`src/rtl/rs_pkg.sv`:
```
// GF(256) types and helpers for the Reed-Solomon encoder: field 0x11D, alpha = 0x02, first root alpha^0.
package rs_pkg;

    localparam logic [7:0] GF_POLY  = 8'h1D;
    localparam int         NPAR_DEF = 16;
    localparam int         NPAR_MAX = 32;

    typedef logic [7:0] gf_t;

    typedef enum logic [1:0] {
        IDLE = 2'd0,
        MSG  = 2'd1,
        PAR  = 2'd2
    } rs_state_e;

    function automatic gf_t gf_mul(input gf_t a, input gf_t b);
        gf_t acc;
        gf_t sh;
        acc = '0;
        sh  = a;
        for (int i = 0; i < 8; i++) begin
            if (b[i]) begin
                acc = acc ^ sh;
            end
            sh = sh[7] ? ({sh[6:0], 1'b0} ^ GF_POLY) : {sh[6:0], 1'b0};
        end
        return acc;
    endfunction

    // Non-leading coefficients of monic prod(x + alpha^i); byte j holds the x^j coefficient.
    function automatic logic [8*NPAR_MAX-1:0] calc_gen_poly(input int npar);
        gf_t                   c [0:NPAR_MAX];
        gf_t                   root;
        logic [8*NPAR_MAX-1:0] res;
        for (int j = 0; j <= NPAR_MAX; j++) begin
            c[j] = '0;
        end
        c[0] = 8'h01;
        root = 8'h01;
        for (int i = 0; i < NPAR_MAX; i++) begin
            if (i < npar) begin
                for (int j = NPAR_MAX; j >= 1; j--) begin
                    c[j] = c[j-1] ^ gf_mul(c[j], root);
                end
                c[0] = gf_mul(c[0], root);
                root = gf_mul(root, 8'h02);
            end
        end
        res = '0;
        for (int j = 0; j < NPAR_MAX; j++) begin
            res[j*8 +: 8] = c[j];
        end
        return res;
    endfunction

    localparam logic [8*NPAR_MAX-1:0] GEN_POLY_ALL = calc_gen_poly(NPAR_DEF);
    localparam logic [8*NPAR_DEF-1:0] GEN_POLY     = GEN_POLY_ALL[8*NPAR_DEF-1:0];

endpackage

```
`src/rtl/rs_gf_cmul.sv`:
```
// GF(256) multiply of a variable operand by a compile-time constant coefficient.
module rs_gf_cmul
    import rs_pkg::*;
#(
    parameter logic [7:0] COEF = 8'h01
) (
    input  logic [7:0] a_i,
    output logic [7:0] p_o
);

    assign p_o = gf_mul(a_i, COEF);

endmodule

```
`src/rtl/rs_encoder_256.sv`:
```
// Systematic RS encoder over GF(256): k message bytes pass through, then NPAR parity bytes from an LFSR divider.
// Define RS_ERR_INJECT_EN to add inj_mask, XORed into every symbol as it enters the output slot.
module rs_encoder_256
    import rs_pkg::*;
#(
    parameter int NPAR = NPAR_DEF,
    parameter int KMAX = 239
) (
    input  logic       clk,
    input  logic       rst_n,
    input  logic       start,
    input  logic [7:0] msg_len,
    input  logic       in_valid,
    input  logic [7:0] in_data,
    output logic       in_ready,
    output logic       out_valid,
    output logic [7:0] out_data,
    output logic       out_last,
    input  logic       out_ready,
`ifdef RS_ERR_INJECT_EN
    input  logic [7:0] inj_mask,
`endif
    output logic       busy
);

    localparam logic [1:0] S_IDLE = IDLE;
    localparam logic [1:0] S_MSG  = MSG;
    localparam logic [1:0] S_PAR  = PAR;

    localparam logic [8*NPAR_MAX-1:0] GEN_ALL  = calc_gen_poly(NPAR);
    localparam logic [7:0]            K_MAX    = 8'(KMAX);
    localparam logic [7:0]            PAR_LAST = 8'(NPAR - 1);

    logic [1:0] state_q, state_d;
    logic [7:0] k_q, k_d;
    logic [7:0] cnt_q, cnt_d;
    gf_t        r_q [NPAR];
    gf_t        r_d [NPAR];
    logic       out_valid_q, out_valid_d;
    logic [7:0] out_data_q, out_data_d;
    logic       out_last_q, out_last_d;

    gf_t        fb;
    gf_t        prod [NPAR];
    logic       slot_free;
    logic       msg_xfer;
    logic       start_ok;
    logic [7:0] mask;

`ifdef RS_ERR_INJECT_EN
    assign mask = inj_mask;
`else
    assign mask = 8'h00;
`endif

    assign slot_free = !out_valid_q || out_ready;
    assign in_ready  = (state_q == S_MSG) && slot_free;
    assign msg_xfer  = in_ready && in_valid;
    assign start_ok  = start && (msg_len != 8'd0) && (msg_len <= K_MAX);
    assign fb        = in_data ^ r_q[NPAR-1];

    generate
        for (genvar gi = 0; gi < NPAR; gi++) begin : g_cmul
            rs_gf_cmul #(
                .COEF(GEN_ALL[gi*8 +: 8])
            ) u_cmul (
                .a_i(fb),
                .p_o(prod[gi])
            );
        end
    endgenerate

    always_comb begin
        state_d     = state_q;
        k_d         = k_q;
        cnt_d       = cnt_q;
        r_d         = r_q;
        out_valid_d = out_valid_q;
        out_data_d  = out_data_q;
        out_last_d  = out_last_q;
        case (state_q)
            S_IDLE: begin
                out_valid_d = 1'b0;
                out_last_d  = 1'b0;
                if (start_ok) begin
                    state_d = S_MSG;
                    k_d     = msg_len;
                    cnt_d   = 8'd0;
                    for (int j = 0; j < NPAR; j++) begin
                        r_d[j] = '0;
                    end
                end
            end
            S_MSG: begin
                if (msg_xfer) begin
                    out_valid_d = 1'b1;
                    out_data_d  = in_data ^ mask;
                    out_last_d  = 1'b0;
                    r_d[0]      = prod[0];
                    for (int j = 1; j < NPAR; j++) begin
                        r_d[j] = r_q[j-1] ^ prod[j];
                    end
                    // Switch to parity on the k-th symbol so the first parity byte follows without a gap.
                    if (cnt_q == k_q - 8'd1) begin
                        state_d = S_PAR;
                        cnt_d   = 8'd0;
                    end else begin
                        cnt_d = cnt_q + 8'd1;
                    end
                end else if (slot_free) begin
                    out_valid_d = 1'b0;
                end
            end
            S_PAR: begin
                if (slot_free) begin
                    if (out_valid_q && out_last_q) begin
                        state_d     = S_IDLE;
                        out_valid_d = 1'b0;
                        out_last_d  = 1'b0;
                    end else begin
                        out_valid_d = 1'b1;
                        out_data_d  = r_q[NPAR-1] ^ mask;
                        out_last_d  = (cnt_q == PAR_LAST);
                        r_d[0]      = '0;
                        for (int j = 1; j < NPAR; j++) begin
                            r_d[j] = r_q[j-1];
                        end
                        cnt_d = cnt_q + 8'd1;
                    end
                end
            end
            default: begin
                state_d = S_IDLE;
            end
        endcase
    end

    always_ff @(posedge clk or negedge rst_n) begin
        if (!rst_n) begin
            state_q     <= S_IDLE;
            k_q         <= 8'd0;
            cnt_q       <= 8'd0;
            out_valid_q <= 1'b0;
            out_data_q  <= 8'd0;
            out_last_q  <= 1'b0;
            for (int j = 0; j < NPAR; j++) begin
                r_q[j] <= '0;
            end
        end else begin
            state_q     <= state_d;
            k_q         <= k_d;
            cnt_q       <= cnt_d;
            out_valid_q <= out_valid_d;
            out_data_q  <= out_data_d;
            out_last_q  <= out_last_d;
            r_q         <= r_d;
        end
    end

    assign out_valid = out_valid_q;
    assign out_data  = out_data_q;
    assign out_last  = out_last_q;
    assign busy      = (state_q != S_IDLE);

endmodule
```
`config.mk`:
```
export PLATFORM = sky130hd
export DESIGN_NAME = rs_encoder_256
export DESIGN_NICKNAME = d
export VERILOG_FILES = /design/src/rtl/rs_pkg.sv /design/src/rtl/rs_gf_cmul.sv /design/src/rtl/rs_encoder_256.sv
export SDC_FILE = /design/constraint.sdc
export NUM_CORES = 1
export LEC_CHECK = 0
export ABC_AREA = 1
export ABC_CLOCK_PERIOD_IN_PS = 2900
export BUFFER_PORTS_ARGS = -buffer_cell sky130_fd_sc_hd__clkbuf_2
export CAP_MARGIN = 20
export CORE_MARGIN = 2
export CORE_UTILIZATION = 29
export DETAILED_ROUTE_END_ITERATION = 10
export GPL_TIMING_DRIVEN = 0
export PLACE_DENSITY = 0.47
export SYNTH_ARGS = -nofsm -noshare
export SYNTH_HDL_FRONTEND = slang
export SYNTH_SLANG_ARGS = --single-unit
```
`constraint.sdc`:
```
create_clock -name clk -period 2.9 [get_ports clk]
set_clock_uncertainty 0.2 [all_clocks]
set_input_delay 0 -clock clk [delete_from_list [all_inputs] [get_ports clk]]
set_output_delay 0 -clock clk [all_outputs]
set_load 0.03 [all_outputs]
```
After elaboration in Yosys (flattened, before gate mapping)
Cells that the tools add are included.
{"block": "totals", "register_bits": 156, "word_cells": 145}
{"block": "op_classes", "n_addsub": 2, "n_lt_le_gt_ge": 1, "n_eq_ne": 11, "mux": 37, "bitwise": 54, "n_reduce_logical": 18}
{"operator": "128-bit 2-to-1 mux", "n": 4}
{"operator": "128-bit case mux with 3 select lines", "n": 1}
{"operator": "8-bit bitwise XOR", "n": 47}
{"operator": "8-bit 2-to-1 mux", "n": 8}
{"operator": "5-bit 2-to-1 mux", "n": 7}
{"operator": "4-bit inverter", "n": 7}
{"operator": "8-bit case mux with 3 select lines", "n": 1}
{"operator": "8-bit case mux with 2 select lines", "n": 1}
{"operator": "2-bit 2-to-1 mux", "n": 5}
{"operator": "2-bit != test, second input constant", "n": 5}
{"operator": "5-bit AND reduction", "n": 2}
{"operator": "8-bit by 1-bit adder with 8-bit output, second input constant", "n": 1}
{"operator": "8-bit by 4-bit == test with 1-bit output, second input constant", "n": 1}
{"operator": "8-bit == test", "n": 1}
{"operator": "8-bit <= comparator, second input constant", "n": 1}
{"operator": "8-bit nonzero test", "n": 1}
{"operator": "8-bit by 1-bit subtractor with 8-bit output, second input constant", "n": 1}
{"operator": "1-bit 2-to-1 mux", "n": 7}
{"operator": "1-bit case mux with 3 select lines", "n": 2}
{"operator": "2-bit case mux with 3 select lines", "n": 1}
{"operator": "3-bit AND reduction", "n": 2}
{"operator": "1-bit logical AND", "n": 5}
{"operator": "4-bit AND reduction", "n": 1}
{"operator": "2-bit nonzero test", "n": 2}
{"operator": "other kinds (9)", "n": 9}

Depth between registers and ports, before layout
{"block": "depth", "depth_word": 19, "mapped_depth": 20}

Modules after synthesis
A second synthesis with hierarchy kept.
{"block": "unflattened", "cells_unflattened": 2188, "hier_area_um2": 15105.7}
{"mod": "rs_encoder_256", "n_inst": 1, "cells_each": 949, "area_each_um2": 8629.5, "seq_area_each_um2": 3903.7}
{"mod": "rs_gf_cmul at g_cmul[0].u_cmul ...", "n_inst": 2, "cells_each": 80, "area_each_um2": 440.4, "seq_area_each_um2": 0.0}
{"mod": "rs_gf_cmul at g_cmul[4].u_cmul", "n_inst": 1, "cells_each": 128, "area_each_um2": 737.0, "seq_area_each_um2": 0.0}
{"mod": "rs_gf_cmul at g_cmul[12].u_cmul", "n_inst": 1, "cells_each": 106, "area_each_um2": 550.5, "seq_area_each_um2": 0.0}
{"mod": "rs_gf_cmul at g_cmul[13].u_cmul", "n_inst": 1, "cells_each": 105, "area_each_um2": 539.3, "seq_area_each_um2": 0.0}
{"mod": "rs_gf_cmul at g_cmul[10].u_cmul", "n_inst": 1, "cells_each": 100, "area_each_um2": 534.3, "seq_area_each_um2": 0.0}
{"mod": "rs_gf_cmul at g_cmul[3].u_cmul", "n_inst": 1, "cells_each": 93, "area_each_um2": 454.2, "seq_area_each_um2": 0.0}
{"mod": "rs_gf_cmul at g_cmul[7].u_cmul", "n_inst": 1, "cells_each": 101, "area_each_um2": 451.7, "seq_area_each_um2": 0.0}
{"mod": "rs_gf_cmul at g_cmul[9].u_cmul", "n_inst": 1, "cells_each": 76, "area_each_um2": 382.9, "seq_area_each_um2": 0.0}
{"mod": "rs_gf_cmul at g_cmul[1].u_cmul", "n_inst": 1, "cells_each": 64, "area_each_um2": 355.3, "seq_area_each_um2": 0.0}
{"mod": "rs_gf_cmul at g_cmul[2].u_cmul", "n_inst": 1, "cells_each": 65, "area_each_um2": 350.3, "seq_area_each_um2": 0.0}
{"mod": "rs_gf_cmul at g_cmul[14].u_cmul", "n_inst": 1, "cells_each": 62, "area_each_um2": 349.1, "seq_area_each_um2": 0.0}
{"mod": "rs_gf_cmul at g_cmul[5].u_cmul", "n_inst": 1, "cells_each": 48, "area_each_um2": 275.3, "seq_area_each_um2": 0.0}
{"mod": "rs_gf_cmul at g_cmul[11].u_cmul", "n_inst": 1, "cells_each": 43, "area_each_um2": 237.7, "seq_area_each_um2": 0.0}
{"mod": "2 more rows"}

Least setup slack after synthesis
No wires, ideal clock.
{"block": "synth_timing", "path_type": "register -> register", "startpoint": "register state_q[1]", "endpoint": "register cnt_q[7]", "arrival_ps": 2177, "path_slack_ps": 403, "path_stages_with_launch": 17, "path_buffers": 2, "period_less_slack_ps": 2497, "path_cell_list": "dfrtp_1 inv_1 ha_1 buf_4 inv_2 nor2_2 nand2_1 nand2_1 o21ai_1 inv_2 nand2_1 nor2_2 buf_2 nand3_1 nor2_1 nand2_1 and3_1"}
{"block": "synth_via", "elab_chain_cells": 5}
{"element": "start: declaration", "line": "rs_encoder_256.sv:34", "text": "logic [1:0] state_q, state_d;"}
{"element": "start signal: assignment", "line": "rs_encoder_256.sv:150", "text": "state_q <= state_d;"}
{"element": "2-bit by 1-bit == test with 1-bit output", "line": "rs_encoder_256.sv:57", "text": "assign in_ready = (state_q == S_MSG) && slot_free;"}
{"element": "1-bit logical AND", "line": "rs_encoder_256.sv:57"}
{"element": "net in_ready", "line": "rs_encoder_256.sv:15", "text": "output logic in_ready,"}
{"element": "1-bit logical AND", "line": "rs_encoder_256.sv:58", "text": "assign msg_xfer = in_ready && in_valid;"}
{"element": "2-bit != test (no source line)"}
{"element": "5-bit AND reduction (no source line)"}
{"element": "end signal: assignment", "line": "rs_encoder_256.sv:152", "text": "cnt_q <= cnt_d;"}
{"element": "end: declaration", "line": "rs_encoder_256.sv:36", "text": "logic [7:0] cnt_q, cnt_d;"}
The timed path passes the listed nets, and every way through them passes these cells.
A chain may end at the register's enable or synchronous reset.

Final worst setup path
{"block": "layout_timing", "startpoint": "register r_q[3] (netlist bit)", "endpoint": "register r_q[44] (netlist bit)"}
{"block": "layout_via", "elab_chain_cells": 12}
{"element": "start: declaration", "line": "rs_encoder_256.sv:37", "text": "gf_t r_q [NPAR];"}
{"element": "start signal: assignment", "line": "rs_encoder_256.sv:156", "text": "r_q <= r_d;"}
{"element": "8-bit bitwise XOR *", "line": "rs_encoder_256.sv:60", "text": "assign fb = in_data ^ r_q[NPAR-1];"}
{"element": "4-bit inverter (no source line)"}
{"element": "5-bit 2-to-1 mux * (2 in a row)", "line": "rs_pkg.sv:25", "text": "sh = sh[7] ? ({sh[6:0], 1'b0} ^ GF_POLY) : {sh[6:0], 1'b0};"}
{"element": "4-bit inverter (no source line)"}
{"element": "5-bit 2-to-1 mux *"}
{"element": "4-bit inverter (no source line)"}
{"element": "5-bit 2-to-1 mux", "line": "rs_pkg.sv:25"}
{"element": "8-bit bitwise XOR *", "line": "rs_pkg.sv:23", "text": "acc = acc ^ sh;"}
{"element": "8-bit bitwise XOR *", "line": "rs_encoder_256.sv:101", "text": "r_d[j] = r_q[j-1] ^ prod[j];"}
{"element": "128-bit 2-to-1 mux *", "line": "rs_encoder_256.sv:95", "text": "if (msg_xfer) begin"}
{"element": "128-bit case mux with 3 select lines *", "line": "rs_encoder_256.sv:81", "text": "case (state_q)"}
Mark *: on every way between the ends. The rest lies on a longest branch, timed or not. The select of a mux whose other input is x is not followed.

==> flow_summary_export.csv <==
group,metric,value,unit
final_layout,postLayoutCellArea,12800,µm²
logic_synthesis,syn_inst,1491,
worst_setup_path,arrival,2.92,ns
global_routing,grt_usage,0.2411,
clock_tree,ctsRootBufferMaster,"clkbuf_16",
logic_synthesis,syn_area,11030,µm²
clock_tree,cts_buffers,17,
clock_tree,post-cts-setup-buffers,0,
clock_tree,cts_tree,"built",
worst_setup_path,cp_max_fo,9,
worst_setup_path,slowest_delay,0.42,ns
drt,drtIter0Drc,901,
sta,rsz0062_at_grt,"yes",
floorplanning,dieWidth,199.0,µm
place,port_buffers,32,
drt,wl_per_cell,22.01,µm
final_layout,antenna-diode-count,0,
floorplanning,core_area,37580,µm²
worst_setup_path,path_buf_inv,2,
global_routing,grt_pass1_wl,68210,µm
worst_setup_path,critPathSlowestCell,"dfrtp_1",
worst_setup_path,path_cells,"inv_2 > nand2_1 > nand2_2 > nand2_1 > nand2_2 > nand2_1 > nand2_2 > xor2_1 > inv_1 > nand2_1 > nand2_1 > o21ai_1 > nand2_1 > nand2_1 > nand2_1",
global_routing,grt_pass1_vias,10300,
final_layout,area_delta_synth_final,16.02,%
drt,vias,10640,
clock_tree,clockBufferDepth,2,
worst_setup_path,start_kind,"flop",
final_layout,nets,1596,
clock_tree,clkLatencyLatePin,0.46,ns
floorplanning,rows,71,
floorplanning,start_util,0.2935,
logic_synthesis,async_flop_share,1.000,
sta,worst_pin_slew,0.9823,ns
sta,hold_viol_final,0,
global_routing,grt_max_degree,82,
floorplanning,die_y,199.0,µm
drt,first_pass_iters,6,
sta,relSlewSlack,0.3451,
sta,fin_crit_sh,0.9568,
drt,viasPerCell,5.084,
global_routing,antenna_found_initial,0,
logic_synthesis,synth-seq-cells,156,
worst_setup_path,path_common_cell,"nand2_1",
job,maxCapViolations,0,
drt,drtAntennaViolNets,0,
logic_synthesis,synth_edf_count,0,
place,place_area,11870,µm²
clock_tree,clock_sinks,156,
floorplanning,dieArea,39610,µm²
logic_synthesis,syn_nets,1518,
logic_synthesis,ys_seq_area_frac,0.3539,
drt,remaining_drc_errors,0,
floorplanning,ioPinCount,33,
min_path,hold_class,"input pin to flop",
place,routabilityCongestion,0.9408,
worst_setup_path,critPathKind,"flop to flop",
worst_setup_path,cp_data_required_time,3.05,ns
logic_synthesis,synth_area_per_cell,7.398,µm²
logic_synthesis,synth-main-ff-cell,"dfrtp_1",
sta,fin_hold_ws,0.1192,ns
sta,min_period,2.775,ns
clock_tree,path_clk_slew,0.07,ns
run_status,outcome,"complete, no violations",
logic_synthesis,yosysWarnings,0,
worst_setup_path,cp_top_family,"simple AND/OR/NAND/NOR gates",
clock_tree,htreeDepth,4,
sta,fmax,360.4,MHz
sta,finalSetupViolCount,0,
logic_synthesis,synth_cell_types,46,
final_layout,drive_gt1_frac,0.1479,
drt,postRouteWirelength,46070,µm
global_routing,grt_overflow,0,
worst_setup_path,worstSetupEndpointType,"flop",
sta,drv_slew,0,
place,hpwlAfterDp,32010,µm
==> cells in the mapped netlist, types with 2 or more instances <==
cell type  instances  area [µm²]
xor2_2             6       97.59
buf_1              4       15.01
ha_1               6       75.07
nor2_1            46       172.7
xor2_1           104       910.9
nand4_1            6       37.54
nand3_1           63       315.3
o32ai_1            2       17.52
or2_2              6       37.54
a22o_1             5       43.79
o21ai_1           18       90.09
a31oi_1           10       62.56
nand3_2            4       40.04
or2_1              4       25.02
o21ai_0          185       925.9
o211ai_1          19       142.6
buf_6              7       78.83
buf_2             17       85.08
o21ai_2            2       17.52
nor4_1             2       12.51
xnor2_1           15       131.4
nor3_1             7       35.03
dfrtp_1          156        3904
clkbuf_1          33       123.9
nor2_2             2       12.51
nand2_4           27       304.0
and3_1             4       25.02
a21boi_1           2       15.01
a21oi_1           29       145.1
a22oi_1            6       45.04
nand2_8            5       100.1
o22ai_1           59       369.1
nand2_2           44       275.3
mux2_2             3       33.78
inv_1            160       600.6
nand2_1          394        1479
buf_4              6       45.04
inv_2             15       56.30
==> registers in the layout (all words and copies together), names as in the netlist <==
register,cells
cnt_q,8
out_valid,1
out_data,8
out_last,1
r_q,128
state_q,2
k_q,8
==> per-stage QoR <==
stage	instances	util	TNS, ns	worst slack [ns]
after global routing	2093	0.3406	-0.03766	-0.01929
after floorplan	1491	-	0	0.4029
after global placement	2034	0.3148	-269.29	-1.697
after CTS	2093	0.3386	0	0.02722
final	2093	0.3406	0	0.1252
after detailed placement	2035	0.3158	-7.476	-0.4643
==> area by class of cell <==
cell class | instances | area [µm²]
clock inverters | 11 | 110.1
repair buffers | 59 | 456.7
inverters | 176 | 666.9
plain buffers | 68 | 431.7
clock buffers | 21 | 470.5
multi-input cells | 1091 | 6118
flip-flops and latches | 156 | 3904
well taps | 511 | 639.4
fillers | 4002 | 24780
==> cells in the final DEF (no fill, tap or decap), types with 3 or more instances in the layout <==
| master | synthesis | routed |
|---|---|---|
| a21oi_1 | 29 | 29 |
| a22o_1 | 5 | 5 |
| a22oi_1 | 6 | 6 |
| a31oi_1 | 10 | 10 |
| and3_1 | 4 | 4 |
| buf_2 | 17 | 11 |
| buf_4 | 6 | 5 |
| buf_6 | 7 | 12 |
| clkbuf_1 | 33 | 18 |
| clkbuf_16 | 0 | 17 |
| clkbuf_2 | 0 | 46 |
| clkbuf_4 | 0 | 5 |
| clkbuf_8 | 0 | 4 |
| clkinv_4 | 0 | 4 |
| clkinvlp_4 | 0 | 4 |
| dfrtp_1 | 156 | 156 |
| dlygate4sd3_1 | 0 | 26 |
| ha_1 | 6 | 6 |
| inv_1 | 160 | 160 |
| inv_2 | 15 | 14 |
| mux2_2 | 3 | 3 |
| nand2_1 | 394 | 393 |
| nand2_2 | 44 | 43 |
| nand2_4 | 27 | 29 |
| nand2_8 | 5 | 5 |
| nand3_1 | 63 | 63 |
| nand3_2 | 4 | 4 |
| nand4_1 | 6 | 6 |
| nor2_1 | 46 | 46 |
| nor3_1 | 7 | 7 |
| o211ai_1 | 19 | 19 |
| o21ai_0 | 185 | 184 |
| o21ai_1 | 18 | 19 |
| o22ai_1 | 59 | 59 |
| or2_1 | 4 | 4 |
| or2_2 | 6 | 6 |
| xnor2_1 | 15 | 15 |
| xor2_1 | 104 | 103 |
| xor2_2 | 6 | 7 |
==> timing repair <==
item / CTS / global route
pin swaps: 0 / 0
hold buffers: 26 / 0
resized for setup: 14 / 35
hold endpoints to repair: 176 / 0
endpoints found under the setup margin: 71 / 93
==> metal layers <==
| metal | vias up | wire (µm) | track usage |
|---|---|---|---|
| li1 | 4973 | - | - |
| met3 | 104 | 3218 | 0.04730 |
| met2 | 398 | 20220 | 0.3726 |
| met5 | - | 0 | 0 |
| met4 | 0 | 2391 | 0.1271 |
| met1 | 5166 | 20240 | 0.3177 |
==> worst paths after layout <==
check,start,endpoint,slack [ns],cells past startpoint
setup / recovery,r_q[3],r_q[44],0.13,15
hold / removal,msg_len[2],k_q[2],0.12,4
setup reg to reg,r_q[3],r_q[44],0.13,15
hold reg to reg,r_q[50],r_q[50],0.30,2
max in group asynchronous,rst_n,r_q[102],1.12,4
min in group asynchronous,rst_n,r_q[52],0.47,3
==> cell families (layout without fill, tap and decap cells) <==
logic type | Yosys count | count (layout) | share of synthesized area
flip-flops | 156 | 156 | 0.3539
XOR/XNOR | 128 | 128 | 0.1098
adder cells (fa/ha/maj) | 6 | 6 | 0.006806
AND/OR/NAND/NOR | 616 | 616 | 0.2625
AO/OA/AOI/OAI | 338 | 338 | 0.1707
multiplexers | 3 | 3 | 0.003062
buffers and inverters | 244 | 335 | 0.09324
==> worst reg2reg max path, stage by stage, from the launching register on <==
cell and delay [ns]:
dfrtp_1 0.42, inv_2 0.09, nand2_1 0.06, nand2_2 0.30, nand2_1 0.12, nand2_2 0.25
nand2_1 0.14, nand2_2 0.25, xor2_1 0.26, inv_1 0.06, nand2_1 0.06, nand2_1 0.11
o21ai_1 0.15, nand2_1 0.07, nand2_1 0.07, nand2_1 0.05
Power is left out: the tool's default activity adds up to more than one toggle a clock period on the data nets, which glitch-free logic cannot reach.
